[config.mk]
export PLATFORM = sky130hd
export DESIGN_NAME = dpi_pkt_sequencer
export DESIGN_NICKNAME = d
export VERILOG_FILES = /design/src/rtl/dpi_pkg.sv /design/src/rtl/dpi_stream_table.sv /design/src/rtl/dpi_pkt_sequencer.sv
export SDC_FILE = /design/constraint.sdc
export NUM_CORES = 1
export LEC_CHECK = 0
export BUFFER_PORTS_ARGS = -buffer_cell sky130_fd_sc_hd__clkbuf_2
export CORE_UTILIZATION = 40
export DETAILED_ROUTE_END_ITERATION = 10
export SYNTH_ARGS = -nofsm -noshare
export SYNTH_HDL_FRONTEND = slang
export SYNTH_SLANG_ARGS = --single-unit
export TNS_END_PERCENT = 100
[constraint.sdc]
create_clock -name clk -period 4.7 [get_ports clk]
set_input_delay 0.94 -clock clk [delete_from_list [all_inputs] [get_ports clk]]
set_output_delay 0.94 -clock clk [all_outputs]
set_load 0.05 [all_outputs]
[src/rtl/dpi_pkg.sv]
// Shared types for the DPI packet sequencer.
// Stream-ID width, byte width and the sequencer FSM encoding.
package dpi_pkg;

  localparam int SID_W    = 6;
  localparam int NSTREAMS = 64;
  localparam int BYTE_W   = 8;

  typedef logic [SID_W-1:0]  sid_t;
  typedef logic [BYTE_W-1:0] char_t;

  typedef enum logic [2:0] {
    IDLE,
    LOAD,
    WAIT,
    STREAM,
    DRAIN,
    GAP
  } seq_state_t;

  function automatic logic [15:0] sat_inc16(
    input logic [15:0] v
  );
    return (v == 16'hFFFF) ? v : v + 16'd1;
  endfunction

endpackage

[src/rtl/dpi_stream_table.sv]
// Per-stream seen bitmap and enable table.
// One combinational lookup port, set/clear strobes, config write port.
module dpi_stream_table
  import dpi_pkg::*;
(
  input  logic clk,
  input  logic rst_n,
  input  sid_t sid,
  input  logic set_seen,
  input  logic clear,
  input  logic cfg_we,
  input  sid_t cfg_sid,
  input  logic cfg_en,
  output logic seen,
  output logic en
);

  logic [NSTREAMS-1:0] seen_q;
  logic [NSTREAMS-1:0] seen_nxt;
  logic [NSTREAMS-1:0] en_q;
  logic [NSTREAMS-1:0] en_nxt;

  // A set on the same cycle as a clear survives the clear.
  always_comb begin
    seen_nxt = clear ? '0 : seen_q;
    if (set_seen) seen_nxt[sid] = 1'b1;
    en_nxt = en_q;
    if (cfg_we) en_nxt[cfg_sid] = cfg_en;
  end

  always_ff @(posedge clk or negedge rst_n) begin
    if (!rst_n) begin
      seen_q <= '0;
      en_q   <= '0;
    end else begin
      seen_q <= seen_nxt;
      en_q   <= en_nxt;
    end
  end

  assign seen = seen_q[sid];
  assign en   = en_q[sid];

endmodule

[src/rtl/dpi_pkt_sequencer.sv]
// Front-end sequencer feeding the per-regex matchers.
// Frames ingress bytes into load/stream/eop with fixed latencies.
module dpi_pkt_sequencer
  import dpi_pkg::*;
#(
  parameter int EOP_DELAY = 2,
  parameter int IPG       = 1
) (
  input  logic              clk,
  input  logic              rst_n,
  input  logic              s_valid,
  output logic              s_ready,
  input  logic [BYTE_W-1:0] s_data,
  input  logic              s_sop,
  input  logic              s_eop,
  input  logic [SID_W-1:0]  s_sid,
  input  logic              cfg_we,
  input  logic [SID_W-1:0]  cfg_sid,
  input  logic              cfg_en,
  input  logic              clear_seen,
  output logic              load_state,
  output logic              new_stream_id,
  output logic [SID_W-1:0]  stream_id,
  output logic              enable,
  output logic [BYTE_W-1:0] char_in,
  output logic              char_in_vld,
  output logic              eop,
  output logic [31:0]       pkt_count,
  output logic [15:0]       err_count,
  output logic              busy
);

  seq_state_t state;
  seq_state_t state_nxt;

  sid_t        sid_q;
  logic        en_q;
  char_t       char_q;
  logic        vld_q;
  logic [31:0] pkt_q;
  logic [15:0] err_q;
  logic        run_q;
  logic        first_q;
  logic [7:0]  since_q;
  logic [7:0]  gap_q;

  logic ready;
  logic drop;
  logic accept;
  logic bad_sop;
  logic set_seen;
  logic eop_fire;
  logic tbl_seen;
  logic tbl_en;

  dpi_stream_table u_tbl (
    .clk      (clk),
    .rst_n    (rst_n),
    .sid      (sid_q),
    .set_seen (set_seen),
    .clear    (clear_seen),
    .cfg_we   (cfg_we),
    .cfg_sid  (cfg_sid),
    .cfg_en   (cfg_en),
    .seen     (tbl_seen),
    .en       (tbl_en)
  );

  always_comb begin
    state_nxt = state;
    ready     = 1'b0;
    drop      = 1'b0;
    accept    = 1'b0;
    bad_sop   = 1'b0;
    set_seen  = 1'b0;
    eop_fire  = 1'b0;
    unique case (state)
      IDLE: begin
        // run_q keeps s_ready low while reset is held or just released
        if (run_q && s_valid) begin
          if (s_sop) begin
            state_nxt = LOAD;
          end else begin
            ready = 1'b1;
            drop  = 1'b1;
          end
        end
      end
      LOAD: begin
        set_seen  = 1'b1;
        state_nxt = WAIT;
      end
      WAIT: state_nxt = STREAM;
      STREAM: begin
        ready = 1'b1;
        if (s_valid) begin
          if (s_sop && !first_q) begin
            bad_sop   = 1'b1;
            state_nxt = DRAIN;
          end else begin
            accept = 1'b1;
            if (s_eop) state_nxt = DRAIN;
          end
        end
      end
      DRAIN: begin
        if (!vld_q && int'(since_q) >= EOP_DELAY) begin
          eop_fire  = 1'b1;
          state_nxt = (IPG == 0) ? IDLE : GAP;
        end
      end
      GAP: begin
        if (int'(gap_q) >= IPG - 1) state_nxt = IDLE;
      end
      default: state_nxt = IDLE;
    endcase
  end

  always_ff @(posedge clk or negedge rst_n) begin
    if (!rst_n) begin
      state   <= IDLE;
      sid_q   <= '0;
      en_q    <= 1'b0;
      char_q  <= '0;
      vld_q   <= 1'b0;
      pkt_q   <= '0;
      err_q   <= '0;
      run_q   <= 1'b0;
      first_q <= 1'b0;
      since_q <= '0;
      gap_q   <= '0;
    end else begin
      state <= state_nxt;
      run_q <= 1'b1;
      if (state == IDLE && state_nxt == LOAD) sid_q <= s_sid;
      if (state == LOAD) en_q <= tbl_en;
      if (accept) char_q <= s_data;
      vld_q <= accept;
      if (state == WAIT) first_q <= 1'b1;
      else if (s_valid && ready) first_q <= 1'b0;
      // cycles since char_in_vld was last high
      if (vld_q) since_q <= '0;
      else if (since_q != 8'hFF) since_q <= since_q + 8'd1;
      gap_q <= (state == GAP) ? gap_q + 8'd1 : 8'd0;
      if (eop_fire) pkt_q <= pkt_q + 32'd1;
      if (drop || bad_sop) err_q <= sat_inc16(err_q);
    end
  end

  assign s_ready       = ready;
  assign load_state    = (state == LOAD);
  assign new_stream_id = (state == LOAD) && !tbl_seen;
  assign stream_id     = sid_q;
  assign enable        = (state == LOAD) ? tbl_en : en_q;
  assign char_in       = char_q;
  assign char_in_vld   = vld_q;
  assign eop           = eop_fire;
  assign pkt_count     = pkt_q;
  assign err_count     = err_q;
  assign busy          = (state != IDLE);

endmodule
==> results.py <==
metrics = {
    "routing": {
        "routed_wl_mm": 23.1,
        "drcViolationCount": 0,
        "vias": 6937,
        "ant_nets": 0,
        "drt-initial-drc-count": 507,
        "via_per_inst": 5.33,
        "wl_per_cell_um": 17.7,
        "drt-pass1-iter-count": 4,
    },
    "yosys": {
        "yosys_warnings": 0,
        "synth_area_per_cell_sq_um": 11.0,
        "syn_nets": 918,
        "syn_area_sq_um": 9770,
        "synth_flop_cell": "dfrtp_1",
        "synth_edf_count": 0,
        "syn_inst": 886,
        "ys_seq_area_share_pct": 52.5,
        "ys_ff_latch": 205,
        "synth_cell_type_count": 64,
        "synthArstFlopShare_pct": 100,
    },
    "grt": {
        "grt_pass1_wl_mm": 38.4,
        "grt_pass1_vias": 6974,
        "overflow": 0,
        "antenna_found_initial": 0,
        "grt_max_degree": 90,
        "globalRouteTotalUtil_pct": 19.4,
    },
    "sta": {
        "rsz0062_at_grt": "false",
        "fin_skew_ns": 0.0159,
        "final.period_utilization_pct": 89.6,
        "finalSetupViolations": 0,
        "relSlewSlack_pct": 24.1,
        "fmax_ghz": 0.237,
        "slew_viol_final": 0,
        "period_minus_slack_ns": 4.21,
        "finalHoldViolCount": 0,
        "worstMarginPinSlew_ns": 1.14,
        "fin_setup_tns_ns": 0,
    },
    "pwr": {
        "ir_drop_v": 0.000385,
        "internal-power_w": 0.00383,
        "pwr-share-comb_pct": 28.4,
        "power.density_nw_per_um2": 528,
        "p_leak_nw": 5.01,
        "p_switching_w": 0.00218,
        "power_w": 0.00600,
        "p_seq_share_pct": 38.8,
        "p_clk_share_pct": 32.8,
        "p_sw_share_pct": 36.3,
    },
    "die": {
        "initial_utilization_pct": 41.3,
        "coreArea_sq_um": 23700,
        "die_h_um": 158,
        "io_pins": 97,
        "die_area_sq_um": 25100,
        "rows": 56,
        "fp.dieW_um": 158,
    },
    "worst_setup_path": {
        "start_kind": "flop",
        "crit_buf_inv": 1,
        "crit_slowest_cell": "dfrtp_1",
        "worstSetupPathType": "flop to primary output",
        "slowest_delay_ns": 1.03,
        "crit_fanout": 28,
        "path_cells": "nor2b_1 > a22o_1 > a211oi_1 > o22ai_1 > nor4_1 > clkbuf_2",
        "crit_arrival_ns": 3.27,
        "critPathRequiredTime_ns": 3.76,
        "crit_family": "flip-flops",
        "cp-end-kind": "primary output",
    },
    "clock_network": {
        "cts.clk_slew.worst_paths_ns": 0.06,
        "cts_root_buf": "clkbuf_16",
        "cts_sinks": 205,
        "cts_tree": "built",
        "htreeDepth": 1,
        "hold_buffers": 0,
        "post_cts_buffers": 0,
        "clock_path_buffers": 3,
        "clkLatencyLatePin_ns": 0.51,
        "cts_made_buffers": 24,
        "post_cts_resized": 0,
    },
    "layout": {
        "stdcell_area_sq_um": 11400,
        "fin_util_pct": 48.1,
        "nets": 999,
        "layout_common_cells": "dfrtp_1, nor2_1, clkbuf_2, mux2_2, inv_1",
        "layout-drive-gt1-share_pct": 26.7,
        "layout_commonest_cell": "dfrtp_1",
        "area_growth_pct": 16.5,
        "antennaDiodeCount": 0,
        "fin_cells": 1302,
    },
    "place": {
        "placed_cell_area_sq_um": 10500,
        "dpl.cell_count": 1260,
        "dp_hpwl_mm": 15.1,
        "gp_congestion": 0.820,
        "portBuffers": 96,
    },
    "status": {
        "status": "finished clean",
    },
    "flow_run": {
        "max-cap-violations": 0,
    },
    "worst_hold_path": {
        "worstHoldPathType": "input pin to asynchronous set/reset pin",
    },
}
[per-stage QoR]
step	setup slack (ns)	hold WS, ns
final	0.489	0.442
after global routing	0.251	0.502
after CTS	0.459	0.475
after detailed placement	1.01	0.467
after global placement	0.986	0.457
after floorplan	0.251	0.472
[cells by family (layout without fill, tap and decap cells)]
group,count (synthesis),count (layout),share of synthesized area [%]
and+or+nand+nor,260,260,13.3
DFF,205,205,52.5
buffers and inverters,125,222,5.03
AOI/OAI and AO/OA,124,124,8.74
muxes,117,117,15.4
xor gates and xnor gates,50,50,4.48
adders and majority gates,4,4,0.512
other,1,1,0.0384
[cell usage after synthesis, drive strengths merged, types with 3 or more instances]
cell,instances,area share [%]
xnor2,31,2.8
and3,8,0.51
o21ai,10,0.51
o31ai,3,0.23
nand4,22,1.5
a221o,4,0.41
nand2b,4,0.26
nor4,7,0.51
mux4,18,4.1
nor2,96,3.7
clkbuf,34,1.3
o221ai,4,0.36
a21oi,8,0.45
inv,74,2.8
nor3,11,0.61
o22ai,65,4.2
and4,5,0.45
a211oi,4,0.36
nand3b,11,0.84
or3b,5,0.45
dfrtp,205,52
mux2,85,9.8
a31oi,4,0.26
mux2i,14,1.4
ha,4,0.51
o32ai,4,0.44
buf,16,0.84
xor2,19,1.7
or3,6,0.38
nand2,38,1.5
nand3,34,1.7
nor2b,7,0.45
[routing by layer]
layer	wire, um	up-vias	part of all wire, %	track usage, %
met5	0	-	0	0
met4	422	0	1.8	4.99
met2	10200	186	44	29.4
li1	-	3297	-	-
met1	11100	3420	48	28.6
met3	1360	34	5.9	3.40
[power groups by stage]
stage,clock [W],sequential (W),combinational (W)
5_1_grt,0.00208,0.00237,0.00184
2_1_floorplan,0,0.00247,0.00110
3_3_place_gp,0,0.00235,0.00170
3_5_place_dp,0,0.00235,0.00172
4_1_cts,0.00201,0.00233,0.00172
6_report,0.00197,0.00233,0.00171
[worst register-to-register path, stage by stage (launching register included)]
cell      delay, ns
dfrtp_1        0.47
or4b_4         0.58
a211oi_2       0.52
nor2b_1        0.61
nand4_1        0.20
xnor2_1        0.16
[sequential cells by signal, summed over array words and instances (netlist names)]
name / cells
state: 3
char_in_vld: 1
run_q: 1
u_tbl.seen_q: 64
char_in: 8
first_q: 1
since_q: 8
stream_id: 6
err_count: 16
u_tbl.en_q: 64
en_q: 1
pkt_count: 32
[final timing paths]
check	from	endpoint	slack (ns)	cells after the start
max reg2reg	state[0]	pkt_count[17]	2.05	5
max	stream_id[2]	new_stream_id	0.49	6
min reg2reg	pkt_count[31]	pkt_count[31]	0.47	1
min	rst_n	u_tbl.en_q[43]	0.44	1
min in group clk	pkt_count[31]	pkt_count[31]	0.47	1
max in group asynchronous	rst_n	u_tbl.seen_q[14]	3.27	2
[cell type report]
class | count | area, sq um
Sequential cell | 205 | 5130
Multi-Input combinational cell | 556 | 4150
Fill cell | 2223 | 12300
Clock inverter | 7 | 118
Inverter | 75 | 282
Clock buffer | 35 | 733
Tap cell | 319 | 399
Timing Repair Buffer | 105 | 569
(Power assumes the default switching activity.)
